## src/rtl/jtsdram_pkg.sv

```systemverilog
// rtl/jtsdram_pkg.sv - shared types and data pattern for the SDRAM responder stand-in
package jtsdram_pkg;

  typedef enum logic [1:0] {
    ST_IDLE  = 2'd0,
    ST_GRANT = 2'd1,
    ST_WAIT  = 2'd2,
    ST_RFSH  = 2'd3
  } jtsdram_state_e;

  localparam int CNT_W = 16;

  // Low half mixes address, bank and seed; high half is its complement.
  function automatic logic [31:0] jtsdram_pattern(input logic [1:0]  ba,
                                                  input logic [21:0] addr,
                                                  input logic [15:0] seed);
    logic [15:0] lo;
    lo = addr[15:0] ^ {addr[21:16], ba, 8'h00} ^ seed;
    return {~lo, lo};
  endfunction

endpackage

```

## src/rtl/jtsdram_rr4.sv

```systemverilog
// rtl/jtsdram_rr4.sv - 4-way round-robin arbiter, first request at or after ptr wins
module jtsdram_rr4 (
  input  logic [3:0] req,
  input  logic [1:0] ptr,
  output logic [3:0] gnt,
  output logic [1:0] idx,
  output logic       valid
);

  logic [1:0] cand;

  always_comb begin
    gnt   = 4'b0000;
    idx   = ptr;
    valid = 1'b0;
    cand  = ptr;
    // Scan farthest-first so the closest request to ptr is the last one kept.
    for (int i = 3; i >= 0; i--) begin
      cand = ptr + 2'(i);
      if (req[cand]) begin
        idx   = cand;
        valid = 1'b1;
      end
    end
    if (valid) gnt[idx] = 1'b1;
  end

endmodule

```

## src/rtl/jtsdram_responder.sv

```systemverilog
// rtl/jtsdram_responder.sv - SDRAM controller stand-in answering bank and prog requests
module jtsdram_responder
  import jtsdram_pkg::*;
#(
  parameter int          LATENCY  = 4,
  parameter int          RFSH_CYC = 8,
  parameter logic [15:0] SEED     = 16'hA55A
) (
  input  logic        clk,
  input  logic        rst_n,
  input  logic [3:0]  ba_rd,
  input  logic [87:0] ba_addr,
  output logic [3:0]  ba_ack,
  output logic [3:0]  ba_rdy,
  input  logic        prog_we,
  input  logic        prog_rd,
  input  logic [21:0] prog_addr,
  input  logic [1:0]  prog_ba,
  input  logic [15:0] prog_data,
  input  logic [1:0]  prog_mask,
  output logic        prog_ack,
  output logic        prog_rdy,
  output logic [31:0] data_read,
  input  logic        refresh_en,
  input  logic        err_inj,
  output logic        busy
);

  localparam logic [CNT_W-1:0] WAIT_INIT = CNT_W'((LATENCY > 1) ? LATENCY - 2 : 0);
  localparam logic [CNT_W-1:0] RFSH_INIT = CNT_W'((RFSH_CYC > 1) ? RFSH_CYC - 1 : 0);

  jtsdram_state_e    state_q, state_d;
  logic [CNT_W-1:0]  cnt_q, cnt_d;
  logic [1:0]        ptr_q, ptr_d;
  logic [1:0]        ba_q, ba_d;
  logic [21:0]       addr_q, addr_d;
  logic              is_prog_q, is_prog_d;
  logic              is_wr_q, is_wr_d;
  logic              err_q, err_d;
  logic [3:0]        ba_ack_q, ba_ack_d;
  logic [3:0]        ba_rdy_q, ba_rdy_d;
  logic              prog_ack_q, prog_ack_d;
  logic              prog_rdy_q, prog_rdy_d;
  logic [31:0]       data_q, data_d;

  logic [3:0]        arb_gnt;
  logic [1:0]        arb_idx;
  logic              arb_valid;
  logic              fire;
  logic              err_now;
  logic              unused_prog_wdata;

  // Write payload has nowhere to go in this stand-in.
  assign unused_prog_wdata = ^{prog_data, prog_mask};

  jtsdram_rr4 u_rr4 (
    .req   (ba_rd),
    .ptr   (ptr_q),
    .gnt   (arb_gnt),
    .idx   (arb_idx),
    .valid (arb_valid)
  );

  always_comb begin
    state_d    = state_q;
    cnt_d      = cnt_q;
    ptr_d      = ptr_q;
    ba_d       = ba_q;
    addr_d     = addr_q;
    is_prog_d  = is_prog_q;
    is_wr_d    = is_wr_q;
    err_d      = err_q;
    ba_ack_d   = 4'b0000;
    ba_rdy_d   = 4'b0000;
    prog_ack_d = 1'b0;
    prog_rdy_d = 1'b0;
    data_d     = data_q;
    fire       = 1'b0;
    err_now    = err_q;

    case (state_q)
      ST_IDLE: begin
        if (prog_we || prog_rd) begin
          state_d    = ST_GRANT;
          is_prog_d  = 1'b1;
          is_wr_d    = prog_we;
          ba_d       = prog_ba;
          addr_d     = prog_addr;
          prog_ack_d = 1'b1;
        end else if (refresh_en) begin
          state_d = ST_RFSH;
          cnt_d   = RFSH_INIT;
        end else if (arb_valid) begin
          state_d   = ST_GRANT;
          is_prog_d = 1'b0;
          is_wr_d   = 1'b0;
          ba_d      = arb_idx;
          addr_d    = ba_addr[22*arb_idx +: 22];
          ba_ack_d  = arb_gnt;
        end
      end
      ST_GRANT: begin
        err_d = err_inj;
        if (!is_prog_q) ptr_d = ba_q + 2'd1;
        if (LATENCY <= 1) begin
          fire    = 1'b1;
          err_now = err_inj;
          state_d = ST_IDLE;
        end else begin
          state_d = ST_WAIT;
          cnt_d   = WAIT_INIT;
        end
      end
      ST_WAIT: begin
        if (cnt_q == '0) begin
          fire    = 1'b1;
          state_d = ST_IDLE;
        end else begin
          cnt_d = cnt_q - 1'b1;
        end
      end
      ST_RFSH: begin
        if (cnt_q == '0) state_d = ST_IDLE;
        else             cnt_d   = cnt_q - 1'b1;
      end
      default: state_d = ST_IDLE;
    endcase

    // rdy and data are registered, so they appear in the cycle after the final WAIT cycle.
    if (fire) begin
      if (is_prog_q) begin
        prog_rdy_d = 1'b1;
        if (!is_wr_q) data_d = jtsdram_pattern(ba_q, addr_q, SEED) ^ {31'd0, err_now};
      end else begin
        ba_rdy_d = 4'b0001 << ba_q;
        data_d   = jtsdram_pattern(ba_q, addr_q, SEED) ^ {31'd0, err_now};
      end
    end
  end

  always_ff @(posedge clk or negedge rst_n) begin
    if (!rst_n) begin
      state_q    <= ST_IDLE;
      cnt_q      <= '0;
      ptr_q      <= 2'd0;
      ba_q       <= 2'd0;
      addr_q     <= 22'd0;
      is_prog_q  <= 1'b0;
      is_wr_q    <= 1'b0;
      err_q      <= 1'b0;
      ba_ack_q   <= 4'b0000;
      ba_rdy_q   <= 4'b0000;
      prog_ack_q <= 1'b0;
      prog_rdy_q <= 1'b0;
      data_q     <= 32'd0;
    end else begin
      state_q    <= state_d;
      cnt_q      <= cnt_d;
      ptr_q      <= ptr_d;
      ba_q       <= ba_d;
      addr_q     <= addr_d;
      is_prog_q  <= is_prog_d;
      is_wr_q    <= is_wr_d;
      err_q      <= err_d;
      ba_ack_q   <= ba_ack_d;
      ba_rdy_q   <= ba_rdy_d;
      prog_ack_q <= prog_ack_d;
      prog_rdy_q <= prog_rdy_d;
      data_q     <= data_d;
    end
  end

  assign ba_ack    = ba_ack_q;
  assign ba_rdy    = ba_rdy_q;
  assign prog_ack  = prog_ack_q;
  assign prog_rdy  = prog_rdy_q;
  assign data_read = data_q;
  assign busy      = (state_q != ST_IDLE);

endmodule
```

## config.mk

```make
export PLATFORM = sky130hd
export DESIGN_NAME = jtsdram_responder
export DESIGN_NICKNAME = d
export VERILOG_FILES = /design/src/rtl/jtsdram_pkg.sv /design/src/rtl/jtsdram_rr4.sv /design/src/rtl/jtsdram_responder.sv
export SDC_FILE = /design/constraint.sdc
export NUM_CORES = 1
export LEC_CHECK = 0
export ABC_AREA = 1
export CORE_AREA = 2 2 107 109
export DETAILED_ROUTE_END_ITERATION = 8
export DIE_AREA = 0 0 109 111
export PLACE_DENSITY = 0.82
export SYNTH_ARGS = -nofsm -noshare
export SYNTH_HDL_FRONTEND = slang
export SYNTH_SLANG_ARGS = --single-unit
```

## constraint.sdc

```tcl
create_clock -name clk -period 2.9 [get_ports clk]
set_input_delay 0.29 -clock clk [delete_from_list [all_inputs] [get_ports clk]]
set_output_delay 0.29 -clock clk [all_outputs]
set_load 0.1 [all_outputs]
```

=== Yosys cells after proc, flatten, opt, wreduce, memory -nomap -nowiden ===
Index checks and enable logic that the tools add are counted.

* Output and inout bits: 43
* Word-level logic and storage cells: 105
* Bits in registers: 89

* Multipliers: 1
* Magnitude comparators: 6
* Equality and inequality tests: 10
* Reduce and logical (&&, ||, !) cells: 12
* Bitwise gates (word level): 5
* Shift-type cells: 2
* Add/sub/neg operators: 5
* Multiplexer cells: 51

{| class="wikitable"
|+ Operators by type and width
! cell !! count
|-
| indexed part select 88 x 8 -> 22 bit || 1
|-
| two-way mux 22 bit || 3
|-
| two-way mux 32 bit || 2
|-
| two-way mux 16 bit || 3
|-
| one-hot mux 16 bit (3 select lines) || 1
|-
| bitwise XOR 32 x 1 -> 32 bit || 1
|-
| two-way mux 4 bit || 6
|-
| two-way mux 2 bit || 11
|-
| two-way mux 1 bit || 19
|-
| logical NOT 16 bit || 1
|-
| NOT 16 bit || 1
|-
| subtractor 16 x 1 -> 16 bit, second input constant || 1
|-
| bitwise XOR 16 bit || 1
|-
| < comparator 2 x 3 -> 1 bit, second input constant || 5
|-
| binary-select mux 1 bit (select 2 bit) || 4
|-
| != test 2 bit, second input constant || 4
|-
| NOT 8 bit || 1
|-
| multiplier 4 x 2 -> 6 bit, first input constant || 1
|-
| one-hot mux 2 bit (3 select lines) || 1
|-
| AND reduction 2 bit || 3
|-
| AND reduction 3 bit || 2
|-
| adder 2 x 1 -> 2 bit, second input constant || 2
|-
| adder 2 bit, second input constant || 2
|-
| == test 2 bit, second input constant || 2
|-
| other kinds (12) || 14
|}

=== Logic depth before layout (Yosys ltp) ===
Gate-level depths: netlist of the first run.

* Depth in word-level cells: 15
* Depth in mapped cells: 18
* Mapped depth without buffers: 16

=== By module ===
From an unflattened synthesis of the first run, not the netlist that was laid out.

* Cells, all modules: 688
* Area total of the unflattened synthesis: 5119.9 sq um

{| class="wikitable"
|+ By module, submodules not included
! module !! cells an instance !! times used !! area each (sq um)
|-
| jtsdram_responder || 631 || 1 || 4865.9
|-
| jtsdram_rr4 || 57 || 1 || 254.0
|}

=== Worst setup path after synthesis of the first run ===
OpenSTA, ideal clock, no wires.

* Path type: register to register
* From: reg state_q[1]
* To: reg addr_q[11]
* Cell stages (with the launch flop): 10
* Arrival: 2.185 ns
* Period minus slack after synthesis: 2.249 ns
* Slack: 0.651 ns
* Cell sequence: dfrtp_1 clkbuf_1 nor2_1 clkinv_1 nor2_1 nand2_2 buf_2 nor2_1 nand2_1 nand2_1

* Cells in the longest elaborated chain, start to end: 2

{| class="wikitable"
|+ RTL lines
! what !! line !! source
|-
| from (decl) || jtsdram_responder.sv:32 || <nowiki>jtsdram_state_e state_q, state_d;</nowiki>
|-
| from (signal assigned) || jtsdram_responder.sv:157 || <nowiki>state_q <= state_d;</nowiki>
|-
| logical NOT 2 bit || jtsdram_responder.sv:81 || <nowiki>case (state_q)</nowiki>
|-
| AND reduction 3 bit (no line) || - ||
|-
| to (signal assigned) || jtsdram_responder.sv:161 || <nowiki>addr_q <= addr_d;</nowiki>
|-
| to (decl) || jtsdram_responder.sv:36 || <nowiki>logic [21:0] addr_q, addr_d;</nowiki>
|}

No other way between the ends.
A chain may end at the register's enable or synchronous reset.

=== Worst setup path after layout of the first run ===
* From: reg ptr_q[0]
* To: reg addr_q[14]

* Cells in the longest elaborated chain, start to end: 12

{| class="wikitable"
|+ RTL lines
! what !! line !! source
|-
| from (decl) || jtsdram_responder.sv:34 || <nowiki>logic [1:0] ptr_q, ptr_d;</nowiki>
|-
| from (signal assigned) || jtsdram_responder.sv:159 || <nowiki>ptr_q <= ptr_d;</nowiki>
|-
| adder 2 bit || jtsdram_rr4.sv:19 || <nowiki>cand = ptr + 2'(i);</nowiki>
|-
| binary-select mux 1 bit (select 2 bit) || jtsdram_rr4.sv:20 || <nowiki>if (req[cand]) begin</nowiki>
|-
| two-way mux 1 bit (not written as such) || jtsdram_rr4.sv:20 ||
|-
| two-way mux 2 bit (4 in a row) || jtsdram_rr4.sv:20 ||
|-
| multiplier 4 x 2 -> 6 bit || jtsdram_responder.sv:98 || <nowiki>addr_d = ba_addr[22*arb_idx +: 22];</nowiki>
|-
| indexed part select 88 x 8 -> 22 bit || jtsdram_responder.sv:98 ||
|-
| two-way mux 22 bit || jtsdram_responder.sv:93 || <nowiki>end else if (arb_valid) begin</nowiki>
|-
| two-way mux 22 bit || jtsdram_responder.sv:90 || <nowiki>end else if (refresh_en) begin</nowiki>
|-
| two-way mux 22 bit || jtsdram_responder.sv:83 || <nowiki>if (prog_we || prog_rd) begin</nowiki>
|}

Several ways; a longest one is shown, not always the timed one. The select of a mux whose other input is x is not followed.

==> flow_summary.ini, run 1 <==
[die]
die_h_um = 111
ioPinCount = 183
start_util = 0.4789
dieWidth_um = 109
rows = 39
coreArea_um2 = 11080
die_area_um2 = 12100

[worst_setup_path]
crit_required_ps = 3130
path_class = flip-flop to flip-flop
cpMostUsedCell = nand2_1
critical_path.max_fanout = 36
crit_path_start_kind = flip-flop
reg2regPathDepth = 15
r2r_slack_ps = 550
arrival_ps = 2580
cp_cell_sequence = nand2_1 > nand2_2 > nand2_2 > nand2_1 > inv_2 > nand2_2 > nand3_2 > nand2_2 > nand2_4 > nand2_4 > nor2_1 > nor2_1 > nand2_1 > nand2_1 > nand2_1
r2r_start = ptr_q[0]
timing.rr.end = addr_q[14]
crit_path_end = addr_q[14]
end_kind = flip-flop
crit_slowest_cell = dfrtp_1
startpoint = ptr_q[0]
slowest_delay_ps = 640

[global_route]
grt_antenna_before_repair = 0
grt_usage = 0.2397
overflow = 0
grt_pass1_wl_um = 22800
grt_pass1_vias = 4827
grt_max_degree = 61

[detailed_routing]
wl_per_cell_um = 12.94
routed_via_density = 4.800
routed_wl_um = 13700
drtAntennaViolNets = 0
drt_iter0_markers = 442
drc_errors = 0
drtPass1Iterations = 5
vias = 5083

[clocking]
cts-resized-gates = 0
path_clk_slew_ps = 60
holdBufCountCts = 0
clock-sinks = 89
htree_levels = 3
cts_root_buffer = clkbuf_16
cts_buffer_depth = 2
postCtsSetupRepairBufs = 0
insertion_delay_ps = 340
cts_buffers = 9
cts_tree = yes

[cells_and_area]
fin_nets = 1057
syn_to_final_growth_pct = 35.00
multi_input_area_um2 = 2595
seq_area_um2 = 2227
stdcell_area_um2 = 7162
fillCellCount = 968
antennaDiodeCount = 0
drive_above_1_share = 0.1234

[yosys]
syn_area_um2 = 5305
synth_top_area_frac = 0.4198
ys_seq_area_frac = 0.4198
ys_types = 35
ys.flop_type = dfrtp_1
synth.most_common_cell = nand2_1
yosys-top-cells-area = dfrtp_1, nand2_1, nor2_1
yosys_register_bits = 89
async_flop_share = 1.000
yosys.area.top_type = dfrtp_1
synthTopCellsByCount = nand2_1, nor2_1, dfrtp_1, inv_1, nand3_1
avgSynthCellArea_um2 = 6.999
synth.net_count = 904
yosys_warnings = 0
synth_edf_count = 0
syn_inst = 758

[run]
max_cap_viol_count = 0

[timing]
fin_ws_ps = 546.5
finalSetupTns_ps = 0
fmax_mhz = 424.9
tightest_slew_ps = 761.4
setup_viol = 0
fin_crit_sh = 0.8115
slew_violations = 0
fin_crit_ps = 2353
hold_viol = 0
clock_skew_ps = 5.627
rsz0062_at_grt = no
hold_ws_ps = 34.27
slew_headroom = 0.4924

[outcome]
outcome = complete, no violations

[placement]
dp_hpwl_um = 10140
finalWeightedCongestion = 0.8536
dp_slack_ps = 458.2
placed_cell_area_um2 = 6854
portBuffers = 164

[hold_path]
hold_path_class = input port to asynchronous set/reset pin

[pwr]
p_leak_uw = 0.003704
power_uw = 2919
p_per_area_nw_per_um2 = 407.6
peakVddDrop_v = 0.0003101
-- registers in the layout (all words and copies together) (netlist names) --
signal,count
err_now,1
is_prog_q,1
prog_ack,1
ba_ack,4
ba_rdy,4
data_read,32
is_wr_q,1
cnt_q,16
state_q,2
ptr_q,2
ba_q,2
addr_q,22
prog_rdy,1
-- kinds of logic (layout without fill, tap and decap cells) --
kind of cell             after synthesis  count (layout)  synth area share
AO/OA/AOI/OAI                         46              46           0.04741
flip-flops                            89              89            0.4198
AND/OR/NAND/NOR                      511             511            0.4009
multiplexers                           1               1          0.002122
XOR/XNOR                              14              14           0.02311
adder cells (fa/ha/maj)                6               6           0.01415
buffers and inverters                 91             249           0.09245
-- layer usage --
metal	share of wire	track usage	up-vias
li1	-	-	2635
met1	0.45	0.3303	2286
met2	0.47	0.3826	147
met3	0.063	0.04292	15
met4	0.018	0.07436	0
met5	0	0	-
-- critical path: cells and delay by family, from the launching register on --
kind / cells / cell delay [ps]
flip-flops: 1 / 640
buffers and inverters: 1 / 40
AND/OR/NAND/NOR: 14 / 1550
-- cells in the final DEF (no fill, tap or decap), drive strengths merged, types with 10 or more instances in the layout --
cell type and count:
a21oi 10, buf 52, clkbuf 13, clkdlybuf4s50 120, dfrtp 89, inv 60
nand2 288, nand3 38, nor2 171, o21ai 25
-- per-stage QoR --
step / std cells / util
finish: 1059 / 0.6466
detailed placement: 1043 / 0.6188
global route: 1059 / 0.6466
CTS: 1059 / 0.6466
global placement: 1043 / 0.6188
floorplan: 758 / -
-- cell type report --
| type | instances | area share |
|---|---|---|
| Multi-Input combinational cell | 578 | 0.3623 |
| Sequential cell | 89 | 0.3110 |
| Timing Repair Buffer | 172 | 0.2257 |
| Clock buffer | 13 | 0.03634 |
| Inverter | 61 | 0.03302 |
| Tap cell | 143 | 0.02498 |
| Clock inverter | 3 | 0.006639 |
-- where the power goes --
| group | switching [uW] | leakage (uW) | internal (uW) |
|---|---|---|---|
| registers | 25.9 | 0.00116 | 1270 |
| logic | 211 | 0.00240 | 225 |
| clock network | 464 | 0.000150 | 720 |
| total | 701 | 0.00370 | 2220 |
-- worst min path at each step --
stage,startpoint,endpoint,slack [ps],depth (start not counted)
after floorplan,rst_n,addr_q[0],-6,0
after global placement,rst_n,cnt_q[6],410,1
after detailed placement,rst_n,cnt_q[7],410,1
after CTS,rst_n,cnt_q[7],50,1
after global routing,rst_n,cnt_q[7],80,1
final,rst_n,cnt_q[5],30,1
No activity file was read; power rests on OpenSTA's default activity.
==> run 2, diff against run 1 <==
Settings changed: CORE_AREA 2 2 107 109 to 2 2 111 113, DIE_AREA 0 0 109 111 to 0 0 113 115, PLACE_DENSITY 0.82 to 0.77.
Clock period 2.9 ns to 2.4 ns, I/O delays scaled along.
==> flow_summary.ini, run 2 (synthesis gave the netlist of run 1 again) <==
[outcome]
outcome = finished with violations
violations = design-rule violations

[clocking]
cts_tree = yes
cts_root_buffer = clkbuf_16
clock-sinks = 89
postCtsSetupRepairBufs = 0
insertion_delay_ps = 340
htree_levels = 3
cts_buffers = 9
path_clk_slew_ps = 60
cts_buffer_depth = 2

[pwr]
p_leak_uw = 0.003723
peakVddDrop_v = 0.0003494
p_per_area_nw_per_um2 = 467.5

[timing]
fin_crit_sh = 0.8647
rsz0062_at_grt = no
hold_viol = 0
setup_viol = 0
fmax_mhz = 481.9
tightest_slew_ps = 515.9
slew_headroom = 0.6561
clock_skew_ps = 6.183
fin_crit_ps = 2075
finalSetupTns_ps = 0
slew_violations = 0

[placement]
placed_cell_area_um2 = 6934
finalWeightedCongestion = 0.8628
portBuffers = 164
dp_hpwl_um = 10410

[die]
die_h_um = 115
ioPinCount = 183
start_util = 0.4492
die_area_um2 = 13000
coreArea_um2 = 11810
dieWidth_um = 113
rows = 40

[global_route]
grt_pass1_vias = 4779
grt_max_degree = 59
grt_antenna_before_repair = 0
overflow = 0
grt_usage = 0.2161
grt_pass1_wl_um = 22530

[cells_and_area]
antennaDiodeCount = 0
syn_to_final_growth_pct = 35.90
fin_nets = 1063
stdcell_area_um2 = 7209
final_common_cell = nand2_1
fin_util = 0.6104
drive_above_1_share = 0.1291
largest_reg_flops = 32
final_cell_mix = nand2_1, nor2_1, clkdlybuf4s50_1

[detailed_routing]
routed_via_density = 4.766
drc_errors = 7
drtAntennaViolNets = 0
drt_iter0_markers = 376
drtPass1Iterations = 7
wl_per_cell_um = 12.89
vias = 5095
routed_wl_um = 13780

[worst_setup_path]
end_kind = flip-flop
path_class = flip-flop to flip-flop
slowest_delay_ps = 440
cp_cell_sequence = inv_1 > nand2_1 > nand2_2 > nand2_2 > nand2_1 > inv_2 > nand2_2 > nand3_2 > nand2_2 > nand2_4 > buf_12 > nand3_1 > nand2_1 > nor2_1 > nand2_1 > nand2_1 > nand2_1
arrival_ps = 2310
crit_path_start_kind = flip-flop
cpMostUsedCell = nand2_1
critical_path.max_fanout = 31
crit_required_ps = 2630
crit_slowest_cell = dfrtp_1

[hold_path]
hold_path_class = input port to asynchronous set/reset pin

[run]
max_cap_viol_count = 0
## run 2: worst max-delay path, delay by kind of cell (launching register included)
| kind | cells | cell delay, ps |
|---|---|---|
| buf+inv | 3 | 390 |
| flops | 1 | 440 |
| simple gates | 14 | 1120 |
## run 2: metal layers
metal	up-vias	share of wire	global-route usage
met5	-	0	0
met1	2259	0.46	0.2976
met3	32	0.054	0.04639
met2	166	0.45	0.3325
li1	2638	-	-
met4	0	0.032	0.09187
## run 2: worst paths after layout
kind | start | end | slack [ps] | depth (start not counted)
max in group asynchronous | rst_n | data_read[2] | 1390 | 3
min in group clk | data_read[14] | data_read[14] | 480 | 2
max | ptr_q[1] | addr_q[13] | 320 | 17
max reg2reg | ptr_q[1] | addr_q[13] | 320 | 17
min | rst_n | cnt_q[2] | 390 | 2
min reg2reg | data_read[14] | data_read[14] | 480 | 2
## run 2: what timing repair did
action                                  CTS  global route
endpoints found under the setup margin    0             6
resized for setup                         0             1
hold endpoints to repair                 31             0
hold buffers                              1             0
## run 2: final cells by class
type,count,area [um^2]
tap,147,183.9
clock buffer,11,232.7
sequential,89,2228
multi-input combinational,578,2595
clock inverter,5,31.28
fill,1068,4602
inverter,61,236.5
timing repair buffer,178,1702
## run 2: per-stage QoR
| stage | total power [uW] | instances | setup slack (ps) | hold slack, ps |
|---|---|---|---|---|
| 2_1_floorplan | 1841 | 758 | 150.5 | -55.59 |
| 3_3_place_gp | 2133 | 1052 | 189.3 | 207.5 |
| 3_5_place_dp | 2139 | 1052 | 168.3 | 205.2 |
| 4_1_cts | 3399 | 1069 | 189.3 | 403.1 |
| 5_1_grt | 3538 | 1069 | 86.13 | 431.3 |
| 6_report | 3371 | 1069 | 324.8 | 389.9 |
## run 2: power by group
| group | switching, uW | internal (uW) |
|---|---|---|
| logic | 256 | 284 |
| registers | 31.1 | 1540 |
| clock network | 561 | 700 |
==> run 3, diff against run 2 <==
Settings changed: ABC_AREA 1 to not set, CORE_AREA 2 2 111 113 to 2 2 109 111, DIE_AREA 0 0 113 115 to 0 0 111 113.
Clock period 2.4 ns to 2.22 ns, I/O delays scaled along.
==> flow_summary.ini, run 3 <==
[outcome]
outcome = complete, no violations

[yosys]
yosys-top-cells-area = dfrtp_1, mux2_2, o21ai_0
async_flop_share = 1.000
synth_top_area_frac = 0.4417
syn_area_um2 = 5042
synth.most_common_cell = dfrtp_1
synth.net_count = 682
synthTopCellsByCount = dfrtp_1, o21ai_0, nand4_1, nand2_1, mux2_2
yosys_register_bits = 89
ys.flop_type = dfrtp_1
avgSynthCellArea_um2 = 9.407
ys_types = 46
yosys_warnings = 0
ys_seq_area_frac = 0.4417
yosys.area.top_type = dfrtp_1
synth_edf_count = 0
syn_inst = 536

[worst_setup_path]
crit_family = simple AND/OR/NAND/NOR gates
slowest_delay_ps = 580
r2r_slack_ps = 90
end_kind = flip-flop
crit_required_ps = 2440
crit_buf_inv = 0
critical_path.max_fanout = 8
reg2regPathDepth = 5
cp_cell_sequence = or4_4 > or4b_4 > o21ai_4 > o311ai_0 > o41ai_1
path_class = flip-flop to flip-flop
crit_path_start_kind = flip-flop
crit_slowest_cell = or4_4
worstSetupPathDepth = 5
arrival_ps = 2350

[pwr]
comb_power_share = 0.131
peakVddDrop_v = 0.0003670
seqPwrFrac = 0.415
pwr-share-clk = 0.454
p_leak_uw = 0.003452
p_sw_uw = 891.4
power.internal_uw = 3030
p_per_area_nw_per_um2 = 533.3
p_sw_frac = 0.2273

[cells_and_area]
antennaDiodeCount = 0
syn_to_final_growth_pct = 45.81
fin_nets = 856
final_cells = 858
fillCellCount = 888
final_cell_mix = clkdlybuf4s50_1, dfrtp_1, buf_4
largest_reg_flops = 32
drive_above_1_share = 0.2042
final_common_cell = clkdlybuf4s50_1
fin_util = 0.6522
stdcell_area_um2 = 7352

[clocking]
htree_levels = 3
cts_buffer_depth = 2
cts_root_buffer = clkbuf_16
clock-sinks = 89
cts_tree = yes
cts_buffers = 9
path_clk_slew_ps = 70
insertion_delay_ps = 350

[global_route]
use_met2 = 0.4282
grt_antenna_before_repair = 0
grt_max_degree = 56
overflow = 0
grtUsageMet1 = 0.3125
top_usage_layer = met2
met3_usage = 0.04821
grt_pass1_wl_um = 25720
grt_pass1_vias = 5310
grt_usage = 0.2572

[placement]
place_inst = 841
dp_hpwl_um = 11560
finalWeightedCongestion = 0.8638
portBuffers = 164
placed_cell_area_um2 = 6969

[detailed_routing]
routed_via_density = 6.069
drc_errors = 0
drt_iter0_markers = 622
vias = 5207
routed_wl_um = 16240
drtPass1Iterations = 6
drtAntennaViolNets = 0
wl_per_cell_um = 18.92

[timing]
fmax_mhz = 470.2
rsz0062_at_grt = no
tightest_slew_ps = 495.1
slew_violations = 0
setup_viol = 0
hold_viol = 0
fin_crit_sh = 0.9581
clock_skew_ps = 13.25
slew_headroom = 0.6699
fin_crit_ps = 2127

[run]
max_cap_viol_count = 0

[die]
start_util = 0.4473
coreArea_um2 = 11270
ioPinCount = 183
die_h_um = 113
rows = 39
die_area_um2 = 12540
dieWidth_um = 111

[hold_path]
hold_path_class = input port to asynchronous set/reset pin
==> run 3: changes by cell type after synthesis, moves of 24 or more <==
cell	delta
inv_1	-24
mux2_2	+31
nand2_1	-227
nand3_1	-32
nand4_1	+40
nor2_1	-128
o21ai_0	+41
==> run 3: layer usage <==
layer	vias up	share of wire	wire (um)
li1	2352	-	-
met1	2468	0.39	6338
met2	310	0.48	7812
met3	77	0.077	1244
met4	0	0.052	841
met5	-	0	0
==> run 3: worst paths after layout <==
path | start | end
worst max register to register | cnt_q[3] | cnt_q[5]
max in group asynchronous | rst_n | cnt_q[5]
worst max-delay path | cnt_q[3] | cnt_q[5]
worst min-delay path | rst_n | addr_q[18]
worst min register to register | data_read[7] | data_read[7]
min in group clk | data_read[7] | data_read[7]
==> run 3: stage by stage <==
step | setup WS [ps] | power (uW) | TNS [ps] | hold slack, ps
finish | 93.05 | 3921 | 0 | 384.5
floorplan | -72.32 | 1824 | -433.9 | -73.59
CTS | 30.84 | 3940 | 0 | 394.7
global placement | -11.86 | 2160 | -11.86 | 217.2
detailed placement | -87.62 | 2165 | -1251 | 217.6
global route | 6.088 | 4051 | 0 | 447.8
==> run 3: cell type report <==
cell class / instances / area (um^2) / share of cell area
Multi-Input combinational cell: 378 / 2581 / 0.3511
Timing Repair Buffer: 201 / 1899 / 0.2583
Clock buffer: 9 / 225.2 / 0.03063
Inverter: 31 / 116.4 / 0.01583
Sequential cell: 89 / 2227 / 0.3029
Tap cell: 143 / 178.9 / 0.02434
Clock inverter: 7 / 123.9 / 0.01685
==> run 3: cells by family after synthesis <==
kind of cell    Yosys count  synth area share
flops                    89            0.4417
mux                      35           0.07742
xor+xnor                 14           0.02432
fa+ha+maj                 6           0.01489
buf+inv                  69           0.05558
compound gates          167            0.2191
simple gates            156            0.1670
==> run 3: power groups by stage <==
stage | sequential, uW | clock, uW | combinational, uW
2_1_floorplan | 1660 | 0 | 167
3_3_place_gp | 1660 | 0 | 503
3_5_place_dp | 1660 | 0 | 508
4_1_cts | 1630 | 1800 | 514
5_1_grt | 1630 | 1870 | 553
6_report | 1630 | 1780 | 515
==> run 3: what timing repair did <==
action | CTS | global route
setup buffers | 0 | 0
endpoints found under the hold margin | 34 | 0
hold buffers | 1 | 0
endpoints found under the setup margin | 0 | 18
resized for setup | 0 | 6
